[config.mk]
export PLATFORM = sky130hd
export DESIGN_NAME = cla_addsub_pipe
export DESIGN_NICKNAME = d
export VERILOG_FILES = /design/src/rtl/cla_pkg.sv /design/src/rtl/cla_group.sv /design/src/rtl/cla_addsub_pipe.sv
export SDC_FILE = /design/constraint.sdc
export NUM_CORES = 1
export LEC_CHECK = 0
export BUFFER_PORTS_ARGS = -buffer_cell sky130_fd_sc_hd__buf_2
export CAP_MARGIN = 20
export CORE_MARGIN = 4
export CORE_UTILIZATION = 60
export DETAILED_ROUTE_END_ITERATION = 8
export PLACE_DENSITY = 0.87
export SLEW_MARGIN = 40
export SYNTH_ARGS = -nofsm -noshare
export SYNTH_HDL_FRONTEND = slang
export SYNTH_HIERARCHICAL = 1
export SYNTH_SLANG_ARGS = --single-unit
[constraint.sdc]
create_clock -name clock -period 6.5 [get_ports clock]
set_input_delay 0 -clock clock [delete_from_list [all_inputs] [get_ports clock]]
set_output_delay 0 -clock clock [all_outputs]
set_load 0.1 [all_outputs]
[src/rtl/cla_pkg.sv]
// rtl/cla_pkg.sv - opcode encodings shared by the pipelined CLA adder/subtractor
package cla_pkg;

    localparam logic [1:0] OP_ADD = 2'b00;
    localparam logic [1:0] OP_SUB = 2'b01;
    localparam logic [1:0] OP_ADC = 2'b10;
    localparam logic [1:0] OP_SBB = 2'b11;

endpackage

[src/rtl/cla_group.sv]
// rtl/cla_group.sv - GROUP-bit lookahead slice: sum for a fixed carry-in plus group G/P
module cla_group #(
    parameter int GROUP = 8
) (
    input  logic [GROUP-1:0] a,
    input  logic [GROUP-1:0] b,
    input  logic             c_in,
    output logic [GROUP-1:0] sum,
    output logic             g,
    output logic             p
);

    logic [GROUP-1:0] bit_g;
    logic [GROUP-1:0] bit_p;
    logic [GROUP:0]   c;
    logic             g_acc;

    assign bit_g = a & b;
    assign bit_p = a ^ b;

    always_comb begin
        c     = '0;
        c[0]  = c_in;
        g_acc = 1'b0;
        for (int i = 0; i < GROUP; i++) begin
            c[i+1] = bit_g[i] | (bit_p[i] & c[i]);
            g_acc  = bit_g[i] | (bit_p[i] & g_acc);
        end
    end

    assign sum = bit_p ^ c[GROUP-1:0];
    assign g   = g_acc;
    assign p   = &bit_p;

endmodule

[src/rtl/cla_addsub_pipe.sv]
// rtl/cla_addsub_pipe.sv - 2-stage carry-select/lookahead add/sub (ADD/SUB/ADC/SBB) with flags
module cla_addsub_pipe
    import cla_pkg::*;
#(
    parameter int WIDTH = 32,
    parameter int GROUP = 8,
    parameter int TAG_W = 4
) (
    input  logic             clock,
    input  logic             reset,
    input  logic             in_valid,
    output logic             in_ready,
    input  logic [1:0]       op,
    input  logic             cin,
    input  logic [WIDTH-1:0] a,
    input  logic [WIDTH-1:0] b,
    input  logic [TAG_W-1:0] tag,
    output logic             out_valid,
    input  logic             out_ready,
    output logic [WIDTH-1:0] result,
    output logic             carry,
    output logic             overflow,
    output logic             zero,
    output logic             negative,
    output logic [TAG_W-1:0] tag_out
);

    localparam int NG = WIDTH / GROUP;

    if ((WIDTH % GROUP) != 0) begin : g_width_check
        $error("cla_addsub_pipe: WIDTH must be a multiple of GROUP");
    end

    logic [WIDTH-1:0] bx;
    logic             c0;
    logic [WIDTH-1:0] sum0, sum1;
    logic [NG-1:0]    g0, p0, g1, p1;

    always_comb begin
        bx = b;
        c0 = 1'b0;
        case (op)
            OP_ADD: begin bx = b;  c0 = 1'b0; end
            OP_SUB: begin bx = ~b; c0 = 1'b1; end
            OP_ADC: begin bx = b;  c0 = cin;  end
            OP_SBB: begin bx = ~b; c0 = cin;  end
            default: begin bx = b; c0 = 1'b0; end
        endcase
    end

    for (genvar k = 0; k < NG; k++) begin : g_grp
        cla_group #(.GROUP(GROUP)) u_grp0 (
            .a(a[k*GROUP +: GROUP]), .b(bx[k*GROUP +: GROUP]), .c_in(1'b0),
            .sum(sum0[k*GROUP +: GROUP]), .g(g0[k]), .p(p0[k])
        );
        cla_group #(.GROUP(GROUP)) u_grp1 (
            .a(a[k*GROUP +: GROUP]), .b(bx[k*GROUP +: GROUP]), .c_in(1'b1),
            .sum(sum1[k*GROUP +: GROUP]), .g(g1[k]), .p(p1[k])
        );
    end

    logic             s1_valid, s2_valid;
    logic [NG-1:0]    s1_g, s1_p;
    logic [WIDTH-1:0] s1_sum0, s1_sum1;
    logic             s1_c0, s1_amsb, s1_bmsb;
    logic [TAG_W-1:0] s1_tag;
    logic             s1_adv, s2_adv;

    assign s2_adv   = !s2_valid || out_ready;
    assign s1_adv   = !s1_valid || s2_adv;
    assign in_ready = s1_adv;

    // Both group copies yield identical G/P (independent of c_in); one is taken from each.
    always_ff @(posedge clock) begin
        if (reset) begin
            s1_valid <= 1'b0;
            s1_g     <= '0;
            s1_p     <= '0;
            s1_sum0  <= '0;
            s1_sum1  <= '0;
            s1_c0    <= 1'b0;
            s1_amsb  <= 1'b0;
            s1_bmsb  <= 1'b0;
            s1_tag   <= '0;
        end else if (s1_adv) begin
            s1_valid <= in_valid;
            if (in_valid) begin
                s1_g    <= g0;
                s1_p    <= p1;
                s1_sum0 <= sum0;
                s1_sum1 <= sum1;
                s1_c0   <= c0;
                s1_amsb <= a[WIDTH-1];
                s1_bmsb <= bx[WIDTH-1];
                s1_tag  <= tag;
            end
        end
    end

    logic [NG:0]      gc;
    logic             acc, prod;
    logic [WIDTH-1:0] sel_sum;

    // Second-level lookahead: each group carry is an OR of generate terms propagated upward.
    always_comb begin
        gc    = '0;
        gc[0] = s1_c0;
        acc   = 1'b0;
        prod  = 1'b1;
        for (int k = 0; k < NG; k++) begin
            acc  = 1'b0;
            prod = 1'b1;
            for (int j = k; j >= 0; j--) begin
                acc  = acc | (s1_g[j] & prod);
                prod = prod & s1_p[j];
            end
            gc[k+1] = acc | (prod & s1_c0);
        end
        sel_sum = '0;
        for (int k = 0; k < NG; k++) begin
            sel_sum[k*GROUP +: GROUP] = gc[k] ? s1_sum1[k*GROUP +: GROUP]
                                              : s1_sum0[k*GROUP +: GROUP];
        end
    end

    always_ff @(posedge clock) begin
        if (reset) begin
            s2_valid <= 1'b0;
            result   <= '0;
            carry    <= 1'b0;
            overflow <= 1'b0;
            zero     <= 1'b0;
            negative <= 1'b0;
            tag_out  <= '0;
        end else if (s2_adv) begin
            s2_valid <= s1_valid;
            if (s1_valid) begin
                result   <= sel_sum;
                carry    <= gc[NG];
                overflow <= (s1_amsb == s1_bmsb) && (sel_sum[WIDTH-1] != s1_amsb);
                zero     <= (sel_sum == '0);
                negative <= sel_sum[WIDTH-1];
                tag_out  <= s1_tag;
            end
        end
    end

    assign out_valid = s2_valid;

endmodule
* Yosys cells after proc, flatten, opt, wreduce, memory -nomap -nowiden *
Index checks and enable logic that the tools add are counted.

operators by class
  divide/modulo/power cells = 0
  equal/unequal tests = 5
  reductions and logical operators = 16
  add/subtract/negate cells = 0
  $mul = 0
  muxes and demuxes = 6
  bitwise operators = 151
  shifts and indexed selects = 0
  order comparisons = 0

operator list
  kind                  count
  $xor A8 B8 Y8         12
  $and A1 B1 Y1         68
  $or A1 B1 Y1          66
  $pmux W32 S2          1
  $and A8 B8 Y8         4
  $logic_not A32 Y1     1
  $mux W8               4
  $not A32 Y32          1
  $reduce_and A8 Y1     4
  $reduce_or A2 Y1      3
  $eq A2 B2 Y1 const B  2
  $reduce_and A2 Y1     2
  $pmux W1 S3           1
  $eq A2 B1 Y1 const B  1
  $logic_not A1 Y1      2
  $logic_not A2 Y1      1
  $logic_or A1 B1 Y1    2
  $eq A1 B1 Y1          1
  $logic_and A1 B1 Y1   1
  $ne A1 B1 Y1          1

storage, ports and cells
  bits of input ports = 75
  bits in latches = 0
  bits in writable memories = 0
  ROM bits = 0
  word-level logic and storage cells = 194
  output and inout port bits = 42
  register bits after elaboration = 121
  memories kept = 0

* Logic depth before layout (Yosys ltp) *
Gate-level depths: netlist of run 1.

  word-level depth = 18
  gate-level depth with buffers = 15
  depth with buffers taken out = 13

* By module *
Netlist of run 1, hierarchy kept.

modules (own cells, without submodules)
  module                            seq. area each (sq um)  cells an instance  instances  area each (sq um)
  cla_addsub_pipe                   2402.3                  610                1          4934.7
  cla_group at g_grp[0].u_grp0 ...  0.0                     32                 4          349.1
  cla_group at g_grp[1].u_grp1 ...  0.0                     32                 4          337.8

* Least setup slack after synthesis of run 1 *
No wires, ideal clock.

  path kind = input to register
  start point = input port op[0]
  end point = register s1_sum1[23]
  data arrival time = 3.407 ns
  setup time = 0.132 ns
  path buffers = 2
  stages = 15
  path slack = 2.960 ns
  path through = clkbuf_1 -> buf_2 -> xor2_1 -> inv_1 -> fa_1 -> inv_1 -> fa_1 -> fa_1 -> fa_1 -> fa_1 -> fa_1 -> fa_1 -> xor2_1 -> nand2_1 -> a21oi_1

between the ends
  word-level cells in the longest chain between the ends = 18

RTL lines
  element                                                RTL line                          source
  start: declaration                                     cla_addsub_pipe.sv:13             input logic [1:0] op,
  $eq A2 B2 Y1 (tied with other cells)                   cla_addsub_pipe.sv:42             case (op)
  $reduce_or A2 Y1 (no source line)                      -
  $pmux W32 S2 (*)                                       cla_addsub_pipe.sv:42
  net bx[16]                                             cla_addsub_pipe.sv:34             logic [WIDTH-1:0] bx;
  $and A8 B8 Y8 / $xor A8 B8 Y8 (equally long branches)  cla_group.sv:18, cla_group.sv:19
  $or A1 B1 Y1 (*)                                       cla_group.sv:26                   c[i+1] = bit_g[i] | (bit_p[i] & c[i]);
  $and A1 B1 Y1 (*)                                      cla_group.sv:26
  $or A1 B1 Y1 (*)                                       cla_group.sv:26
  [4 not listed]                                         -
  $and A1 B1 Y1 (*)                                      cla_group.sv:26
  $or A1 B1 Y1 (*)                                       cla_group.sv:26
  $and A1 B1 Y1 (*)                                      cla_group.sv:26
  $or A1 B1 Y1 (*)                                       cla_group.sv:26
  $and A1 B1 Y1 (*)                                      cla_group.sv:26
  $or A1 B1 Y1 (*)                                       cla_group.sv:26
  $xor A8 B8 Y8 (*)                                      cla_group.sv:31                   assign sum = bit_p ^ c[GROUP-1:0];
  net sum1[23]                                           cla_addsub_pipe.sv:36             logic [WIDTH-1:0] sum0, sum1;
  end signal: assignment                                 cla_addsub_pipe.sv:91             s1_sum1 <= sum1;
  end: declaration                                       cla_addsub_pipe.sv:64             logic [WIDTH-1:0] s1_sum0, s1_sum1;

Mark *: on every way through the listed nets, which the timed path passes. The rest lies on a longest branch.
A chain may end at the register's enable or synchronous reset.

* Worst setup path in the final report of run 1 *
  start point = input port op[0]
  end point = register s1_sum1[7]

The elaborated chain is that of the path after synthesis.

==> results of run 1 <==
==> routing by layer <==
| layer | vias to the layer above | GRT usage (%) | part of all wire (%) |
|---|---|---|---|
| li1 | 2955 | - | - |
| met3 | 37 | 4.80 | 4.4 |
| met5 | - | 0 | 0 |
| met4 | 0 | 9.20 | 2.2 |
| met1 | 2891 | 28.8 | 41 |
| met2 | 212 | 43.8 | 52 |
==> worst reg2reg max path, stage by stage (launching register included) <==
cell	delay (ps)
sky130_fd_sc_hd__dfxtp_1	750
sky130_fd_sc_hd__a21oi_2	310
sky130_fd_sc_hd__o21ai_1	220
sky130_fd_sc_hd__buf_4	240
sky130_fd_sc_hd__mux2i_1	130
sky130_fd_sc_hd__or3_1	320
sky130_fd_sc_hd__a311oi_1	240
==> placed cells by master, fill, tap and decap left out, types with 2 or more instances in the layout <==
cell / instances
sky130_fd_sc_hd__o211ai_1: 4
sky130_fd_sc_hd__conb_1: 8
sky130_fd_sc_hd__o31ai_1: 2
sky130_fd_sc_hd__o21ai_0: 5
sky130_fd_sc_hd__nand2_1: 184
sky130_fd_sc_hd__ha_1: 64
sky130_fd_sc_hd__o21ai_1: 6
sky130_fd_sc_hd__bufinv_16: 3
sky130_fd_sc_hd__dlygate4sd3_1: 11
sky130_fd_sc_hd__dfxtp_1: 120
sky130_fd_sc_hd__nor3_4: 2
sky130_fd_sc_hd__buf_2: 115
sky130_fd_sc_hd__clkinv_2: 3
sky130_fd_sc_hd__fa_1: 56
sky130_fd_sc_hd__buf_4: 6
sky130_fd_sc_hd__a211oi_1: 26
sky130_fd_sc_hd__or3_1: 3
sky130_fd_sc_hd__a221o_1: 4
sky130_fd_sc_hd__a21oi_2: 2
sky130_fd_sc_hd__inv_1: 41
sky130_fd_sc_hd__a211oi_2: 5
sky130_fd_sc_hd__clkbuf_1: 4
sky130_fd_sc_hd__clkbuf_16: 17
sky130_fd_sc_hd__clkinvlp_4: 3
sky130_fd_sc_hd__nor3_1: 10
sky130_fd_sc_hd__mux2i_1: 26
sky130_fd_sc_hd__a31oi_1: 2
sky130_fd_sc_hd__nand4_1: 9
sky130_fd_sc_hd__xor2_1: 40
sky130_fd_sc_hd__a21oi_1: 84
sky130_fd_sc_hd__a311oi_1: 8
sky130_fd_sc_hd__nand3_1: 4
sky130_fd_sc_hd__nor4_1: 10
sky130_fd_sc_hd__nor2_1: 48
==> layout make-up <==
| class | count | area (um2) |
|---|---|---|
| clock buffers | 21 | 440 |
| multi-input cells | 620 | 4660 |
| inverters | 41 | 154 |
| repair buffers | 133 | 742 |
| fillers | 884 | 3300 |
| clock inverters | 9 | 128 |
| well taps | 147 | 184 |
| flip-flops and latches | 120 | 2400 |
==> stage by stage <==
step	setup WS, ps	utilization (%)
finish	2910	72.5
global route	2750	72.5
CTS	2900	72.5
detailed placement	2500	66.8
global placement	2610	66.8
floorplan	2960	-
==> report_power, final <==
part           total (uW)  internal (uW)  switching, uW
Sequential            865            808           56.8
Combinational         651            227            424
Clock                 910            596            315
==> sequential cells by signal, summed over array words and instances, names as in the netlist <==
register and cells:
zero 1, s1_bmsb 1, s1_valid 1, result 32, s1_p 4, s1_sum0 32, s1_c0 1, tag_out 4
overflow 1, out_valid 1, s1_g 4, s1_sum1 32, carry 1, s1_amsb 1, s1_tag 4
==> worst max path at each step <==
stage,cells past startpoint,to
after floorplan,15,s1_sum0[15]
after global placement,14,s1_sum0[23]
after detailed placement,14,s1_sum1[7]
after CTS,14,s1_sum1[23]
after global routing,14,s1_sum0[23]
final,14,s1_sum1[7]
==> what timing repair did <==
| action | in CTS | in global routing |
|---|---|---|
| hold buffers | 11 | 0 |
| endpoints found under the setup margin | 0 | 0 |
| hold endpoints to repair | 28 | 0 |
==> load_flow_metrics.sql, run 1 <==
INSERT INTO impl_metrics (metric_group, metric, value, unit) VALUES
('outcome', 'outcome', 'completed', ''),
('critical_path', 'crit_buf_inv', '3', ''),
('global_route', 'grt_use_total', '24.4', '%'),
('global_route', 'grt_max_degree', '103', ''),
('floorplan', 'core_area', '12000', 'um2'),
('route', 'avgViaCountPerCell', '5.59', ''),
('critical_path', 'critical_path_required', '6820', 'ps'),
('timing', 'timing.setup.tns', '0', 'ps'),
('critical_path', 'end_kind', 'register', ''),
('critical_path', 'timing.critical_path.mode_cell', 'sky130_fd_sc_hd__fa_1', ''),
('critical_path', 'path_max_fanout', '23', ''),
('timing', 'drv_slew', '0', ''),
('clocking', 'clock-sinks', '120', ''),
('floorplan', 'initial_core_util', '61.4', '%'),
('route', 'firstDrtPassIters', '5', ''),
('global_route', 'via_count_of_the_first_global_routing_pass', '6161', ''),
('worst_hold_path', 'hold_wc_path_type', 'primary input to register', ''),
('flow_run', 'number_of_maximum_capacitance_constraint_violations', '0', ''),
('floorplan', 'floorplan.io_pins', '117', ''),
('power', 'total_leakage_power', '0.00387', 'uW'),
('clocking', 'cts_setup_buffers', '0', ''),
('cells_and_area', 'fin_nets', '1128', ''),
('clocking', 'clkTransAtPathRegs', '50', 'ps'),
('yosys', 'syn-instance-count', '822', ''),
('timing', 'grt_setup_unrepaired', 'false', ''),
('clocking', 'post_cts_resized', '0', ''),
('timing', 'timing_worst_slew_pin_value', '756', 'ps'),
('critical_path', 'timing.critical_path.arrival', '3910', 'ps'),
('cells_and_area', 'finalInstanceArea', '8710', 'um2'),
('global_route', 'overflow', '0', ''),
('clocking', 'clockBufferDepth', '2', ''),
('power', 'vdd_ir_drop_max', '0.253', 'mV'),
('critical_path', 'critical_path.top_delay_family', 'adder cells', ''),
('yosys', 'syn-cell-area', '7380', 'um2'),
('cells_and_area', 'final_layout_size_suffix_gt1_share', '16.9', '%'),
('floorplan', 'die-width', '119', 'um'),
('cells_and_area', 'area_growth_syn_to_layout', '18.0', '%'),
('critical_path', 'crit_path_top_delay_cell', 'sky130_fd_sc_hd__buf_2', ''),
('timing', 'worst_hold_slack', '95.0', 'ps'),
('place', 'dpl.cell_count', '1050', ''),
('place', 'buffer_ports.inserted', '116', ''),
('timing', 'final_period_minus_worst_setup_slack', '3590', 'ps'),
('critical_path', 'r2r-start', 's1_c0', ''),
('timing', 'fmax', '0.279', 'GHz'),
('route', 'vias', '6095', ''),
('critical_path', 'number_of_cells_on_the_worst_reg_to_reg_path', '6', ''),
('clocking', 'cts_max_level', '4', ''),
('clocking', 'tritoncts', 'done', ''),
('route', 'routed_wirelength', '17.0', 'mm'),
('yosys', 'synthesis.area_per_instance', '8.98', 'um2'),
('timing', 'worst_slew_margin_relative_to_its_limit', '49.6', '%'),
('timing', 'final_min_period_over_clock_period', '55.2', '%'),
('place', 'dpl.hpwl', '12.2', 'mm'),
('critical_path', 'cp_slowest_stage_delay', '570', 'ps'),
('worst_hold_path', 'min_from', 'a[7]', ''),
('critical_path', 'timing.critical_path.cells', 'buf_2, xor2_1, inv_1, fa_1, inv_1, fa_1, fa_1, fa_1, fa_1, fa_1, fa_1, xor2_1, nand2_1, a21oi_1', ''),
('place', 'dpl_cell_area', '8030', 'um2'),
('worst_hold_path', 'min_delay_path_depth', '5', ''),
('critical_path', 'cp-startpoint', 'op[0]', ''),
('power', 'pwr_density_cell', '279', 'nW/um2'),
('route', 'antenna_violating_nets_left', '0', ''),
('timing', 'setup-violations-final', '0', ''),
('floorplan', 'fp.dieArea', '14100', 'um2'),
('route', 'remaining_drc_errors', '0', ''),
('worst_hold_path', 'hold_path_end', 's1_sum1[7]', ''),
('route', 'detail_route.iter0.violations', '408', ''),
('global_route', 'wire_length_of_the_first_global_routing_pass', '28.2', 'mm'),
('clocking', 'clock_buffer_count_from_cts', '17', ''),
('critical_path', 'rrSetupSlack', '4200', 'ps'),
('floorplan', 'die_height', '119', 'um'),
('critical_path', 'r2r-end', 'overflow', '');
No activity file was read; power rests on OpenSTA's default activity.
==> run 2: changes to the inputs <==
--- a/config.mk
+++ b/config.mk
@@ -8,9 +8,9 @@
 export BUFFER_PORTS_ARGS = -buffer_cell sky130_fd_sc_hd__buf_2
 export CAP_MARGIN = 20
 export CORE_MARGIN = 4
-export CORE_UTILIZATION = 60
+export CORE_UTILIZATION = 52
 export DETAILED_ROUTE_END_ITERATION = 8
-export PLACE_DENSITY = 0.87
+export PLACE_DENSITY = 0.8
 export SLEW_MARGIN = 40
 export SYNTH_ARGS = -nofsm -noshare
 export SYNTH_HDL_FRONTEND = slang
==> constraint.sdc (replaced) <==
create_clock -name clock -period 3.1 [get_ports clock]
set_input_delay 0 -clock clock [delete_from_list [all_inputs] [get_ports clock]]
set_output_delay 0 -clock clock [all_outputs]
set_load 0.1 [all_outputs]
==> run 2 against run 1 <==
  * Hold slack got worse by 60 ps
  * Critical path depth unchanged
  * Design area rose by 4.3%
  * Via count down 1.7%
  * Clock skew decreased by 0.60 ps
  * Die area increased by 14%
  * Global-route usage decreased by 3.2 points
  * Clock power rose by 130%
  * Non-clock buffer count is 11 higher
  * First-iteration DRC count shrank 17%
==> load_flow_metrics.sql, run 2 (synthesis gave the netlist of run 1 again) <==
INSERT INTO impl_metrics (metric_group, metric, value, unit) VALUES
('critical_path', 'timing.critical_path.mode_cell', 'sky130_fd_sc_hd__fa_2', ''),
('clocking', 'clock_buffer_count_from_cts', '17', ''),
('cells_and_area', 'layout_common_cells', 'sky130_fd_sc_hd__nand2_1 (184), sky130_fd_sc_hd__dfxtp_1 (120), sky130_fd_sc_hd__buf_2 (115)', ''),
('timing', 'timing_worst_slew_pin_value', '760', 'ps'),
('cells_and_area', 'area_growth_syn_to_layout', '23.0', '%'),
('flow_run', 'number_of_maximum_capacitance_constraint_violations', '0', ''),
('place', 'buffer_ports.inserted', '116', ''),
('route', 'detail_route.wl_per_cell', '14.8', 'um'),
('floorplan', 'fp.dieArea', '16200', 'um2'),
('power', 'pwr_density_cell', '585', 'nW/um2'),
('power', 'pwr_total', '5310', 'uW'),
('cells_and_area', 'num-fill-cells', '1154', ''),
('timing', 'setup-violations-final', '0', ''),
('timing', 'final_hold_viol_count', '0', ''),
('outcome', 'outcome', 'completed', ''),
('clocking', 'clockBufferDepth', '2', ''),
('critical_path', 'crit_buf_inv', '4', ''),
('place', 'dpl.hpwl', '12.6', 'mm'),
('clocking', 'cts_root_buf', 'sky130_fd_sc_hd__clkbuf_16', ''),
('global_route', 'grt_use_total', '21.2', '%'),
('worst_hold_path', 'hold_wc_path_type', 'primary input to register', ''),
('floorplan', 'core_area', '13900', 'um2'),
('critical_path', 'cp_slowest_stage_delay', '520', 'ps'),
('power', 'vdd_ir_drop_max', '0.479', 'mV'),
('timing', 'drv_slew', '0', ''),
('critical_path', 'timing.setup.critical_path_class', 'primary input to register', ''),
('floorplan', 'num_rows', '43', ''),
('clocking', 'post_cts_resized', '0', ''),
('floorplan', 'die_height', '127', 'um'),
('route', 'antenna_violating_nets_left', '0', ''),
('cells_and_area', 'final_util', '65.4', '%'),
('floorplan', 'initial_core_util', '53.2', '%'),
('timing', 'worst_slew_margin_relative_to_its_limit', '49.3', '%'),
('cells_and_area', 'seq_area', '2400', 'um2'),
('critical_path', 'end_kind', 'register', ''),
('route', 'avgViaCountPerCell', '5.27', ''),
('critical_path', 'crit_path_top_delay_cell', 'sky130_fd_sc_hd__fa_2', ''),
('global_route', 'via_count_of_the_first_global_routing_pass', '5964', ''),
('timing', 'fmax', '0.339', 'GHz'),
('global_route', 'wire_length_of_the_first_global_routing_pass', '28.1', 'mm'),
('power', 'total_leakage_power', '0.00395', 'uW'),
('critical_path', 'timing.critical_path.cells', 'buf_2, buf_12, xor2_2, inv_1, fa_1, inv_1, fa_2, fa_2, fa_2, fa_2, fa_2, fa_2, nand2_1, a21oi_1', ''),
('clocking', 'cts_setup_buffers', '0', ''),
('timing', 'timing.clock.skew', '8.43', 'ps'),
('critical_path', 'critical_path_required', '3420', 'ps'),
('timing', 'final_period_minus_worst_setup_slack', '2950', 'ps'),
('critical_path', 'critical_path.top_delay_family', 'adder cells', ''),
('cells_and_area', 'multiInputGateArea', '4790', 'um2'),
('floorplan', 'die-width', '127', 'um'),
('clocking', 'clkLatencyLatePin', '400', 'ps'),
('cells_and_area', 'layout_commonest_cell', 'sky130_fd_sc_hd__nand2_1', ''),
('clocking', 'cts_max_level', '4', ''),
('floorplan', 'floorplan.io_pins', '117', ''),
('cells_and_area', 'fin_nets', '1139', ''),
('global_route', 'grt_max_degree', '79', ''),
('critical_path', 'path_max_fanout', '5', ''),
('timing', 'grt_setup_unrepaired', 'false', ''),
('place', 'gp_congestion', '0.842', ''),
('cells_and_area', 'final_layout_size_suffix_gt1_share', '23.6', '%'),
('global_route', 'grt_antenna_before_repair', '0', ''),
('cells_and_area', 'insertedDiodeCount', '0', ''),
('route', 'firstDrtPassIters', '4', ''),
('route', 'routed_wirelength', '16.8', 'mm'),
('critical_path', 'timing.critical_path.arrival', '3270', 'ps'),
('global_route', 'overflow', '0', ''),
('timing', 'final_min_period_over_clock_period', '95.2', '%'),
('critical_path', 'timing.critical_path.from_type', 'primary input', ''),
('route', 'detail_route.iter0.violations', '337', ''),
('clocking', 'clkTransAtPathRegs', '60', 'ps'),
('clocking', 'clock-sinks', '120', ''),
('route', 'vias', '5991', ''),
('cells_and_area', 'layout_top_registers', 'result: 32 flops, s1_sum0: 32 flops, s1_sum1: 32 flops', ''),
('route', 'remaining_drc_errors', '0', ''),
('clocking', 'tritoncts', 'done', '');
-- run 2: worst register-to-register path: stages (launching register included) --
cell and delay, ps:
sky130_fd_sc_hd__dfxtp_1 330, sky130_fd_sc_hd__a21oi_2 460, sky130_fd_sc_hd__o21ai_1 180, sky130_fd_sc_hd__buf_4 230, sky130_fd_sc_hd__mux2i_1 170, sky130_fd_sc_hd__or3_1 320
sky130_fd_sc_hd__a311oi_1 240
-- run 2: layout make-up --
| cell class | instances | share of cell area [%] |
|---|---|---|
| Inverter | 41 | 1.69 |
| Timing Repair Buffer | 144 | 9.55 |
| Tap cell | 180 | 2.48 |
| Sequential cell | 120 | 26.5 |
| Clock buffer | 20 | 5.14 |
| Clock inverter | 11 | 1.87 |
| Multi-Input combinational cell | 620 | 52.8 |
-- run 2: metal layers --
| metal | vias up | track usage (%) | routed length, um |
|---|---|---|---|
| li1 | 2970 | - | - |
| met1 | 2869 | 27.6 | 7420 |
| met2 | 125 | 36.1 | 8410 |
| met3 | 27 | 3.93 | 618 |
| met4 | 0 | 6.75 | 334 |
| met5 | - | 0 | 0 |
-- run 2: final timing paths --
check / from / endpoint / slack [ps] / cells past startpoint
worst max register to register: s1_c0 / overflow / 1100 / 6
worst max-delay path: op[0] / s1_sum1[30] / 150 / 14
worst min register to register: s1_tag[2] / tag_out[2] / 450 / 2
worst min-delay path: cin / s1_c0 / 40 / 3
-- run 2: repair_timing --
action                                 4_1_cts  5_1_grt
setup endpoints to repair                    0        0
hold buffers                                 8        0
endpoints found under the hold margin        8        0
-- run 2: metrics by stage --
stage | instance area [um2] | hold WS (ps) | setup WS [ps] | setup TNS, ps | std cells
after global routing | 9080 | 40.8 | 3.45 | 0 | 1136
after detailed placement | 8360 | 254 | -234 | -3120 | 1097
after floorplan | 7600 | 136 | -102 | -772 | 828
after global placement | 8360 | 252 | -204 | -2230 | 1097
after CTS | 9080 | 6.57 | 149 | 0 | 1136
final | 9080 | 35.4 | 148 | 0 | 1136
-- run 2: power by group --
part           leakage, uW  internal, uW  total, uW  switching (uW)
combinational      0.00266           510       1410             895
sequential        0.000987          1690       1810             113
clock             0.000305          1410       2100             695
total              0.00395          3610       5310            1700
